### src/rtl/multicycle_controller.sv
// multicycle_controller
// Control FSM for the multi-cycle MIPS datapath. One instruction takes
// 3 to 5 cycles: FETCH, DECODE, then a class-specific execute/memory/
// writeback tail. Decodes op/funct from the externally held instruction
// register and drives datapath selects, enables and ALU control.
//
// Ports:
//   clk_i         clock, all state updates on the rising edge
//   rst_ni        asynchronous active-low reset (0 = in reset)
//   op_i          instr[31:26] from the instruction register
//   funct_i       instr[5:0]
//   zero_i        ALU zero flag
//   memtoreg_o    0 = aluout, 1 = data register to regfile
//   regdst_o      0 = rt, 1 = rd as write address
//   iord_o        0 = pc, 1 = aluout as memory address
//   pcsrc_o       00 aluresult, 01 aluout, 10 jump target
//   alusrcb_o     00 b, 01 4, 10 imm, 11 imm<<2
//   alusrca_o     0 = pc, 1 = a
//   irwrite_o     instruction register load
//   pcen_o        PC register enable
//   regwrite_o    register file write
//   memwrite_o    memory write
//   alucontrol_o  010 add, 110 sub, 000 and, 001 or, 111 slt
//   immext_o      0 = sign-extend, 1 = zero-extend immediate
//   state_o       current state (debug)
//   illegal_o     pulse for unsupported opcode / funct
module multicycle_controller #(
  parameter bit ENABLE_BNE = 1'b1
) (
  input  logic       clk_i,
  input  logic       rst_ni,
  input  logic [5:0] op_i,
  input  logic [5:0] funct_i,
  input  logic       zero_i,
  output logic       memtoreg_o,
  output logic       regdst_o,
  output logic       iord_o,
  output logic [1:0] pcsrc_o,
  output logic [1:0] alusrcb_o,
  output logic       alusrca_o,
  output logic       irwrite_o,
  output logic       pcen_o,
  output logic       regwrite_o,
  output logic       memwrite_o,
  output logic [2:0] alucontrol_o,
  output logic       immext_o,
  output logic [3:0] state_o,
  output logic       illegal_o
);

  typedef enum logic [3:0] {
    FETCH   = 4'd0,
    DECODE  = 4'd1,
    MEMADR  = 4'd2,
    MEMRD   = 4'd3,
    MEMWB   = 4'd4,
    MEMWR   = 4'd5,
    RTYPEEX = 4'd6,
    RTYPEWB = 4'd7,
    BEQEX   = 4'd8,
    IEX     = 4'd9,
    IWB     = 4'd10,
    JEX     = 4'd11,
    BNEEX   = 4'd12
  } state_t;

  localparam logic [5:0] OP_LW   = 6'b100011;
  localparam logic [5:0] OP_SW   = 6'b101011;
  localparam logic [5:0] OP_RTYP = 6'b000000;
  localparam logic [5:0] OP_BEQ  = 6'b000100;
  localparam logic [5:0] OP_BNE  = 6'b000101;
  localparam logic [5:0] OP_ADDI = 6'b001000;
  localparam logic [5:0] OP_ANDI = 6'b001100;
  localparam logic [5:0] OP_ORI  = 6'b001101;
  localparam logic [5:0] OP_SLTI = 6'b001010;
  localparam logic [5:0] OP_J    = 6'b000010;

  localparam logic [2:0] ALU_ADD = 3'b010;
  localparam logic [2:0] ALU_SUB = 3'b110;
  localparam logic [2:0] ALU_AND = 3'b000;
  localparam logic [2:0] ALU_OR  = 3'b001;
  localparam logic [2:0] ALU_SLT = 3'b111;

  state_t state_q, state_d;

  // Ungated write enables; the final outputs are masked by reset below.
  logic pcenRaw, irwriteRaw, regwriteRaw, memwriteRaw;

  // State register: reset lands in FETCH immediately.
  always_ff @(posedge clk_i or negedge rst_ni) begin
    if (!rst_ni) state_q <= FETCH;
    else         state_q <= state_d;
  end

  // Next state and Moore outputs (op/funct/zero only where decoded).
  always_comb begin
    state_d      = FETCH;
    memtoreg_o   = 1'b0;
    regdst_o     = 1'b0;
    iord_o       = 1'b0;
    pcsrc_o      = 2'b00;
    alusrcb_o    = 2'b00;
    alusrca_o    = 1'b0;
    irwriteRaw   = 1'b0;
    pcenRaw      = 1'b0;
    regwriteRaw  = 1'b0;
    memwriteRaw  = 1'b0;
    alucontrol_o = ALU_ADD;
    immext_o     = 1'b0;
    illegal_o    = 1'b0;
    case (state_q)
      FETCH: begin
        alusrcb_o  = 2'b01;
        irwriteRaw = 1'b1;
        pcenRaw    = 1'b1;
        state_d    = DECODE;
      end
      DECODE: begin
        // Precompute the branch target into aluout.
        alusrcb_o = 2'b11;
        case (op_i)
          OP_LW, OP_SW:                     state_d = MEMADR;
          OP_RTYP:                          state_d = RTYPEEX;
          OP_BEQ:                           state_d = BEQEX;
          OP_ADDI, OP_ANDI, OP_ORI, OP_SLTI: state_d = IEX;
          OP_J:                             state_d = JEX;
          OP_BNE: begin
            if (ENABLE_BNE) state_d = BNEEX;
            else            illegal_o = 1'b1;
          end
          default:                          illegal_o = 1'b1;
        endcase
      end
      MEMADR: begin
        alusrca_o = 1'b1;
        alusrcb_o = 2'b10;
        state_d   = (op_i == OP_LW) ? MEMRD : MEMWR;
      end
      MEMRD: begin
        iord_o  = 1'b1;
        state_d = MEMWB;
      end
      MEMWB: begin
        memtoreg_o  = 1'b1;
        regwriteRaw = 1'b1;
      end
      MEMWR: begin
        iord_o      = 1'b1;
        memwriteRaw = 1'b1;
      end
      RTYPEEX: begin
        alusrca_o = 1'b1;
        state_d   = RTYPEWB;
        case (funct_i)
          6'b100000: alucontrol_o = ALU_ADD;
          6'b100010: alucontrol_o = ALU_SUB;
          6'b100100: alucontrol_o = ALU_AND;
          6'b100101: alucontrol_o = ALU_OR;
          6'b101010: alucontrol_o = ALU_SLT;
          default:   illegal_o    = 1'b1;
        endcase
      end
      RTYPEWB: begin
        regdst_o    = 1'b1;
        regwriteRaw = 1'b1;
      end
      BEQEX, BNEEX: begin
        alusrca_o    = 1'b1;
        alucontrol_o = ALU_SUB;
        pcsrc_o      = 2'b01;
        pcenRaw      = (state_q == BEQEX) ? zero_i : ~zero_i;
      end
      IEX: begin
        alusrca_o = 1'b1;
        alusrcb_o = 2'b10;
        state_d   = IWB;
        case (op_i)
          OP_ANDI: begin alucontrol_o = ALU_AND; immext_o = 1'b1; end
          OP_ORI:  begin alucontrol_o = ALU_OR;  immext_o = 1'b1; end
          OP_SLTI: alucontrol_o = ALU_SLT;
          default: alucontrol_o = ALU_ADD;
        endcase
      end
      IWB: regwriteRaw = 1'b1;
      JEX: begin
        pcsrc_o = 2'b10;
        pcenRaw = 1'b1;
      end
      default: begin
        // Unused codes: everything zero, recover to FETCH.
        alucontrol_o = 3'b000;
      end
    endcase
  end

  // Write enables are held low while reset is asserted, even though the
  // state register already shows FETCH.
  assign pcen_o     = pcenRaw     & rst_ni;
  assign irwrite_o  = irwriteRaw  & rst_ni;
  assign regwrite_o = regwriteRaw & rst_ni;
  assign memwrite_o = memwriteRaw & rst_ni;
  assign state_o    = state_q;

endmodule

### config.mk
export PLATFORM = sky130hd
export DESIGN_NAME = multicycle_controller
export DESIGN_NICKNAME = d
export VERILOG_FILES = /design/src/rtl/multicycle_controller.sv
export SDC_FILE = /design/constraint.sdc
export NUM_CORES = 1
export LEC_CHECK = 0
export ABC_AREA = 0
export CAP_MARGIN = 40
export CORE_UTILIZATION = 50
export CTS_CLUSTER_DIAMETER = 60
export DETAILED_ROUTE_END_ITERATION = 12
export DONT_BUFFER_PORTS = 1
export GPL_TIMING_DRIVEN = 0
export HOLD_SLACK_MARGIN = 0.06
export SYNTH_ARGS = -nofsm -noshare
export SYNTH_HDL_FRONTEND = slang
export SYNTH_SLANG_ARGS = --single-unit
### constraint.sdc
create_clock -name clk_i -period 2.6 [get_ports clk_i]
set_clock_uncertainty 0.2 [all_clocks]
set_input_delay 0.78 -clock clk_i [delete_from_list [all_inputs] [get_ports clk_i]]
set_output_delay 0.78 -clock clk_i [all_outputs]
set_load 0.01 [all_outputs]
==> results of run 1 <==
-- what timing repair did --
action / in CTS / in global routing
hold buffers: 1 / 0
setup endpoints to repair: 4 / 7
setup buffers: 2 / 1
hold endpoints to repair: 4 / 0
pin swaps: 7 / 0
gates resized for setup: 10 / 10
-- cells by family after synthesis --
logic type	share of synthesized area
buffers and inverters	0.0939
xor gates and xnor gates	0.0129
AOI/OAI and AO/OA	0.258
DFF	0.147
muxes	0.0331
and+or+nand+nor	0.455
-- layout make-up --
type,instances,area (um2)
Timing Repair Buffer,4,32.5
Tap cell,14,17.5
Buffer,7,57.6
Inverter,6,22.5
Fill cell,109,348
Multi-Input combinational cell,85,586
Sequential cell,4,100
Clock buffer,3,22.5
-- stage by stage --
stage	total power [mW]	std cells	TNS (ns)
5_1_grt	0.619	123	-0.0916
6_report	0.580	123	-0.0245
3_5_place_dp	0.427	116	-0.212
2_1_floorplan	0.370	102	0
4_1_cts	0.550	122	-0.0432
3_3_place_gp	0.423	116	-0.113
-- critical path: cells and delay by family --
kind / cells / cell delay [ns]
compound gates: 2 / 0.37
simple gates: 2 / 0.39
buf+inv: 1 / 0.11
-- Yosys cell counts (2+ instances only) --
master    count  share of area
nand2b_1      6          0.055
inv_1         6          0.033
nand4b_1      2          0.026
nand2_1       9          0.050
and3_1        3          0.028
nor4_1        2          0.018
nor3_1        5          0.037
nor2_1       13          0.072
o31ai_1       3          0.033
a21oi_1       5          0.037
buf_2         3          0.022
nor2b_1       7          0.064
clkbuf_1      2          0.011
o22ai_1       5          0.046
a31oi_1       3          0.028
dfrtp_1       4           0.15
mux2_2        2          0.033
-- worst max path at each step --
stage / end / startpoint / slack (ns) / cells past startpoint
after floorplan: illegal_o / op_i[2] / 0.02 / 5
after global placement: illegal_o / op_i[2] / -0.08 / 5
after detailed placement: illegal_o / op_i[2] / -0.09 / 5
after CTS: pcen_o / zero_i / -0.02 / 4
after global routing: illegal_o / op_i[0] / -0.05 / 5
final: illegal_o / op_i[0] / -0.02 / 5
-- per-layer routing --
metal  track usage  vias to the layer above  part of all wire
met3        0.0636                        4             0.079
met5             0                        -                 0
met2         0.508                       35              0.49
li1              -                      385                 -
met4        0.0948                        0            0.0056
met1         0.349                      372              0.42
-- power breakdown --
group          total, mW  internal [mW]  switching, mW
logic              0.386          0.168          0.218
clock network     0.0798         0.0518         0.0280
registers          0.114         0.0796         0.0344
==> flow_metrics.env, run 1 <==
export IMPL_status="finished, violations left"
export IMPL_violations="negative setup slack"
export IMPL_min_path_type="reg -> reg"
export IMPL_r2r_cells=3
export IMPL_drv_cap=0
export IMPL_grt_use_total=0.292
export IMPL_crit_type="in -> out"
export IMPL_cp_cell_sequence="buf_6, nor2_1, or3_1, a31oi_1, o22ai_2"
export IMPL_rows=12
export IMPL_area_growth_pct=23.4
export IMPL_fp_dieArea_um2=1510
export IMPL_via_count=796
export IMPL_regToRegStartpoint="state_o[2]"
export IMPL_clock_sinks=4
export IMPL_synth_nets=117
export IMPL_worst_slack_ns=-0.0245
export IMPL_final_cell_area_um2=838
export IMPL_die_x_um=38.9
export IMPL_worst_pin_slew_ns=0.389
export IMPL_synth_seq_cells=4
export IMPL_clock_fmax_mhz=381
export IMPL_vias_per_cell=6.47
export IMPL_finalNetCount=126
export IMPL_drc=0
export IMPL_drtPass1Iterations=4
export IMPL_finalSetupViolCount=1
export IMPL_most_common_layout_cells="11 x nor2_1, 9 x nand2_1, 6 x nor2b_1, 6 x inv_1"
export IMPL_start_kind="input pin"
export IMPL_synth_area_um2=679
export IMPL_dp_slack_ns=-0.0855
export IMPL_crit_slowest_cell="or3_1"
export IMPL_powerDensity_nw_per_um2=692
export IMPL_die_height_um=38.9
export IMPL_grt_pass1_vias=723
export IMPL_syn_area_per_cell_um2=6.66
export IMPL_postSynthCellCount=102
export IMPL_drt_initial_drc_count=15
export IMPL_synthDistinctLibCells=39
export IMPL_antenna_found_initial=0
export IMPL_yosys_warnings=0
export IMPL_timing_rr_end="state_o[2]"
export IMPL_rsz0062_at_grt="true"
export IMPL_worstHoldStart="state_o[1]"
export IMPL_routed_wirelength_um=1970
export IMPL_fp_coreArea_um2=1190
export IMPL_synth_edff_count=0
export IMPL_largest_register_ffs=4
export IMPL_post_route_period_util=1.01
export IMPL_min_period_ns=2.62
export IMPL_place_congestion=0.753
export IMPL_ys_seq_area_frac=0.147
export IMPL_cts_tree="yes"
export IMPL_path_clk_slew_ns=0.04
export IMPL_async_flop_share=1.00
export IMPL_final_max_slew_viol_count=0
export IMPL_ant_nets=0
export IMPL_critical_path_max_fanout=10
export IMPL_htreeDepth=1
export IMPL_wl_per_cell_um=16.0
export IMPL_ctsLongestPathBuffers=2
export IMPL_grt_pass1_wl_um=3040
export IMPL_ys_flop_type="dfrtp_1"
export IMPL_antenna_cells=0
export IMPL_numCtsBuffers=3
export IMPL_port_buffer_count=0
export IMPL_cts_root_buf="clkbuf_4"
export IMPL_p_leak_nw=0.339
export IMPL_clock_latency_ns=0.24
export IMPL_final_core_util=0.707
export IMPL_ios=36
export IMPL_rrSetupSlack_ns=1.02
export IMPL_mostFrequentLayoutCell="nor2_1"
export IMPL_slew_headroom=0.738
export IMPL_required_ns=1.62
export IMPL_hold_slack_ns=0.508
export IMPL_place_area_um2=703
export IMPL_grt_overflow=0
export IMPL_drive_above_1_share=0.266
export IMPL_whs_path_depth=2
export IMPL_crit_path_end_kind="primary output"
export IMPL_initial_core_util=0.573
export IMPL_hold_violations=0
export IMPL_holdPathEnd="state_o[2]"
export IMPL_slowest_delay_ns=0.34
export IMPL_crit_arrival_ns=1.64
export IMPL_grt_start_max_net_pins=11
export IMPL_post_dp_hpwl_um=1370
export IMPL_ir_drop_mv=0.514
Note: power is estimated with default switching activity, not from simulation.
==> run 2: changes to the inputs <==
--- a/config.mk
+++ b/config.mk
@@ -6,13 +6,13 @@
 export NUM_CORES = 1
 export LEC_CHECK = 0
 export ABC_AREA = 0
+export ABC_CLOCK_PERIOD_IN_PS = 2600
 export CAP_MARGIN = 40
 export CORE_UTILIZATION = 50
 export CTS_CLUSTER_DIAMETER = 60
 export DETAILED_ROUTE_END_ITERATION = 12
 export DONT_BUFFER_PORTS = 1
 export GPL_TIMING_DRIVEN = 0
-export HOLD_SLACK_MARGIN = 0.06
 export SYNTH_ARGS = -nofsm -noshare
 export SYNTH_HDL_FRONTEND = slang
 export SYNTH_SLANG_ARGS = --single-unit
==> flow_metrics.env, run 2 (synthesis gave the netlist of run 1 again) <==
export IMPL_grt_pass1_vias=717
export IMPL_finalNetCount=125
export IMPL_hold_violations=0
export IMPL_finalPower_mw=0.579
export IMPL_drtPass1Iterations=4
export IMPL_ctsLongestPathBuffers=2
export IMPL_clock_latency_ns=0.24
export IMPL_die_x_um=38.9
export IMPL_rsz0062_at_grt="true"
export IMPL_final_core_util=0.698
export IMPL_fillers=110
export IMPL_rrSetupSlack_ns=1.02
export IMPL_post_route_period_util=1.01
export IMPL_p_leak_nw=0.335
export IMPL_rows=12
export IMPL_via_count=806
export IMPL_regArea_um2=100
export IMPL_drc=0
export IMPL_finalSetupViolCount=1
export IMPL_post_dp_hpwl_um=1370
export IMPL_r2r_cells=3
export IMPL_critical_path_max_fanout=10
export IMPL_port_buffer_count=0
export IMPL_grt_pass1_wl_um=2990
export IMPL_timing_rr_end="state_o[2]"
export IMPL_min_path_type="in -> async"
export IMPL_largest_register_ffs=4
export IMPL_htreeDepth=1
export IMPL_multiInputGateArea_um2=586
export IMPL_fp_coreArea_um2=1190
export IMPL_min_period_ns=2.62
export IMPL_vias_per_cell=6.61
export IMPL_drv_cap=0
export IMPL_cts_hold_buf=0
export IMPL_start_kind="input pin"
export IMPL_final_max_slew_viol_count=0
export IMPL_cts_tree="yes"
export IMPL_crit_arrival_ns=1.64
export IMPL_required_ns=1.62
export IMPL_powerDensity_nw_per_um2=699
export IMPL_seq_power_share=0.198
export IMPL_cts_root_buf="clkbuf_4"
export IMPL_status="finished, violations left"
export IMPL_routed_wirelength_um=1950
export IMPL_ir_drop_mv=0.513
export IMPL_wl_per_cell_um=16.0
export IMPL_power_frac_comb=0.664
export IMPL_grt_start_max_net_pins=11
export IMPL_clock_fmax_mhz=381
export IMPL_crit_type="in -> out"
export IMPL_clock_sinks=4
export IMPL_mostFrequentLayoutCell="nor2_1"
export IMPL_area_growth_pct=21.9
export IMPL_crit_path_end_kind="primary output"
export IMPL_fin_cells=122
export IMPL_ant_nets=0
export IMPL_intPower_mw=0.299
export IMPL_grt_use_total=0.286
export IMPL_switching_power_mw=0.281
export IMPL_p_sw_frac=0.485
export IMPL_slew_headroom=0.739
export IMPL_numCtsBuffers=3
export IMPL_dp_slack_ns=-0.0855
export IMPL_path_clk_slew_ns=0.04
export IMPL_place_area_um2=703
export IMPL_placedCellCount=116
export IMPL_antenna_found_initial=0
export IMPL_die_height_um=38.9
export IMPL_most_common_layout_cells="11 x nor2_1, 9 x nand2_1, 6 x nor2b_1, 6 x inv_1"
export IMPL_fp_dieArea_um2=1510
export IMPL_antenna_cells=0
export IMPL_drt_initial_drc_count=13
export IMPL_initial_core_util=0.573
export IMPL_worst_pin_slew_ns=0.388
export IMPL_worst_slack_ns=-0.0248
export IMPL_pwr_share_clk=0.138
export IMPL_grt_overflow=0
export IMPL_place_congestion=0.753
export IMPL_ios=36
export IMPL_drive_above_1_share=0.269
export IMPL_final_cell_area_um2=828
export IMPL_regToRegStartpoint="state_o[2]"
export IMPL_violations="negative setup slack"
-- run 2: changes by cell type in the layout (fill, tap and decap cells not counted) --
cell,delta
dlygate4sd3_1,-1
-- run 2: worst max-delay path by stage --
stage,slack (ns),cells after the start,from,endpoint
floorplan,0.02,5,op_i[2],illegal_o
global placement,-0.08,5,op_i[2],illegal_o
detailed placement,-0.09,5,op_i[2],illegal_o
CTS,-0.02,4,zero_i,pcen_o
global route,-0.05,5,op_i[0],illegal_o
finish,-0.02,5,op_i[0],illegal_o
-- run 2: layout make-up --
cell class,count,share of cell area
Sequential cell,4,0.121
Multi-Input combinational cell,85,0.707
Tap cell,14,0.0211
Timing Repair Buffer,3,0.0272
Clock buffer,3,0.0272
Buffer,7,0.0695
Inverter,6,0.0272
-- run 2: power by group through the flow --
stage	Clock [mW]	Combinational [mW]	Sequential, mW
finish	0.0799	0.385	0.115
detailed placement	0	0.313	0.114
floorplan	0	0.263	0.107
CTS	0.0786	0.356	0.113
global placement	0	0.309	0.114
global route	0.0839	0.416	0.117
-- run 2: worst max-delay path, cell delays in order --
cell	delay, ns
buf_6	0.11
nor2_1	0.05
or3_1	0.34
a31oi_1	0.23
o22ai_2	0.14
-- run 2: per-layer routing --
layer  vias up  routed length, um  share of wire  global-route usage
met5         -                  0              0                   0
met4         0                 20          0.010              0.0948
met1       380                832           0.43               0.349
met3         5                128          0.066              0.0520
li1        382                  -              -                   -
met2        39                969           0.50               0.496
-- run 2: repair_timing --
item | CTS | global route
resized for setup | 10 | 10
hold endpoints to repair | 0 | 0
setup endpoints to repair | 4 | 7
pin swaps | 7 | 0
setup buffers | 2 | 1
-- run 2: through the flow --
| step | hold slack (ns) | TNS, ns |
|---|---|---|
| 4_1_cts | 0.0387 | -0.0432 |
| 5_1_grt | 0.0262 | -0.0916 |
| 3_3_place_gp | 0.285 | -0.113 |
| 6_report | 0.0370 | -0.0248 |
| 2_1_floorplan | 0.284 | 0 |
| 3_5_place_dp | 0.285 | -0.212 |
==> RTL edit: new RTL, settings of run 1 <==
Register the outputs `irwrite_o`, `pcen_o`, `regwrite_o` and `memwrite_o`, with the module's reset; this adds one clock of latency there. The other outputs are not delayed to match.
--- a/src/rtl/multicycle_controller.sv
+++ b/src/rtl/multicycle_controller.sv
@@ -196,8 +196,17 @@
   // Write enables are held low while reset is asserted, even though the
   // state register already shows FETCH.
-  assign pcen_o     = pcenRaw     & rst_ni;
-  assign irwrite_o  = irwriteRaw  & rst_ni;
-  assign regwrite_o = regwriteRaw & rst_ni;
-  assign memwrite_o = memwriteRaw & rst_ni;
+  always_ff @(posedge clk_i or negedge rst_ni) begin
+    if (!rst_ni) begin
+      irwrite_o  <= '0;
+      pcen_o     <= '0;
+      regwrite_o <= '0;
+      memwrite_o <= '0;
+    end else begin
+      irwrite_o  <= irwriteRaw  & rst_ni;
+      pcen_o     <= pcenRaw     & rst_ni;
+      regwrite_o <= regwriteRaw & rst_ni;
+      memwrite_o <= memwriteRaw & rst_ni;
+    end
+  end
   assign state_o    = state_q;
 
Behaviour: not the same (a bounded check fails within 4 cycles, from zero or initial values and one cycle with rst_ni low).
==> RTL edit against run 1 <==
The flow still finishes with violations (setup timing). Utilization down 2.4 points. Area after synthesis rose by 14%. Wire length fell by 6.1%. Non-clock buffer count shrank 1. Total power increased by 11%. Cell area increased by 11%. Sequential cell count grew 4. Register-to-register slack got worse by 0.03 ns. Worst setup slack worse by 0.017 ns. Critical path depth shrank 1. Critical path type unchanged.
==> RTL edit: results (changes against run 1) <==
Status: complete, but fails checks
Violated checks: setup timing
GR Util met2: 42.2% (-8.6 points)
Fill count: 130 (+19%)
Critical path arrival: 1.66 ns (+0.02 ns)
Critical Path Fanout Max: 7 (-3)
Grt met1 use: 27.7% (-7.2 points)
Synth area leaders: dfrtp_1, nor2_1, nor2b_1
CP peak stage delay: 0.49 ns (+0.15 ns)
Routability cong.: 0.781 (+3.8%)
Via density: 6.43 (-0.72%)
Comb_multi_in: 82 (-3.5%)
Clk tree area frac: 2.41% (-0.27 points)
Vias in the first global route: 675 (-6.6%)
Max VDD drop: 0.258 mV (-50%)
Cells after Synth: 99 (-2.9%)
Worst min path class: in2reg
Register area share after synthesis: 25.9% (+11 points)
Critical path's slowest cell: or4_4
Share of layout cells above drive strength 1: 25.7% (-0.89 points)
# setup viols final: 1 (unchanged)
Drt total wl: 1850 um (-6.1%)
Comb pwr: 341 uW (-12%)
Setup WS post-layout: -0.0413 ns (-0.0168 ns)
First-pass GRT wire length: 2710 um (-11%)
P_seq: 212 uW (+86%)
Met2 routed WL: 884 um (-9.1%)
Multi-input logic area: 583 um2 (-0.43%)
Commonest cells in the netlist: nor2_1, dfrtp_1, nand2_1
# placed instances: 114 (-1.7%)
Repair and plain buffers: 10 (-1)
P_leak: 0.375 nW (+11%)
GR Layer Usage met3: 3.72% (-2.6 points)
Routed wl met3: 137 um (-12%)
Initial DRC count: 15 (unchanged)
Avg WL per Cell: 15.4 um (-3.8%)
Signal buf overhead: 10.6% (-0.16 points)
==> RTL edit: worst paths after layout <==
check	from	endpoint	slack, ns	cells after the start
min in group asynchronous	rst_ni	pcen_o$_DFF_PN0_	0.68	1
setup reg to reg	state_o[1]$_DFF_PN0_	pcen_o$_DFF_PN0_	0.99	5
hold / removal	rst_ni	memwrite_o$_DFF_PN0_	0.45	2
hold reg to reg	state_o[3]$_DFF_PN0_	state_o[1]$_DFF_PN0_	0.51	2
setup / recovery	op_i[2]	illegal_o	-0.04	4
max in group asynchronous	rst_ni	state_o[0]$_DFF_PN0_	1.22	1
==> RTL edit: through the flow <==
| stage | TNS (ns) | setup WS [ns] | hold WS [ns] | power, mW | area (um2) |
|---|---|---|---|---|---|
| 6_report | -0.0413 | -0.0413 | 0.447 | 0.644 | 933 |
| 5_1_grt | -0.0704 | -0.0557 | 0.442 | 0.701 | 933 |
| 4_1_cts | -0.0289 | -0.0289 | 0.447 | 0.632 | 902 |
| 3_5_place_dp | -0.0912 | -0.0912 | 0.285 | 0.510 | 801 |
| 3_3_place_gp | -0.0856 | -0.0856 | 0.285 | 0.506 | 801 |
| 2_1_floorplan | -0.00851 | -0.00851 | 0.284 | 0.453 | 782 |
==> RTL edit: cell families (layout without fill, tap and decap cells) <==
family / count (synthesis) / in the layout / share of synthesized area, %
AND/OR/NAND/NOR: 48 / 48 / 36.5
AO/OA/AOI/OAI: 29 / 29 / 25.3
buffers and inverters: 9 / 15 / 6.00
flip-flops: 8 / 8 / 25.9
XOR/XNOR: 3 / 3 / 3.40
multiplexers: 2 / 2 / 2.92
==> RTL edit: timing repair <==
item                                    in CTS  in global routing
resized for setup                           13                 11
pin swaps                                    4                  0
hold buffers                                 1                  0
hold endpoints to repair                     8                  0
setup buffers                                2                  0
endpoints found under the setup margin       4                  7
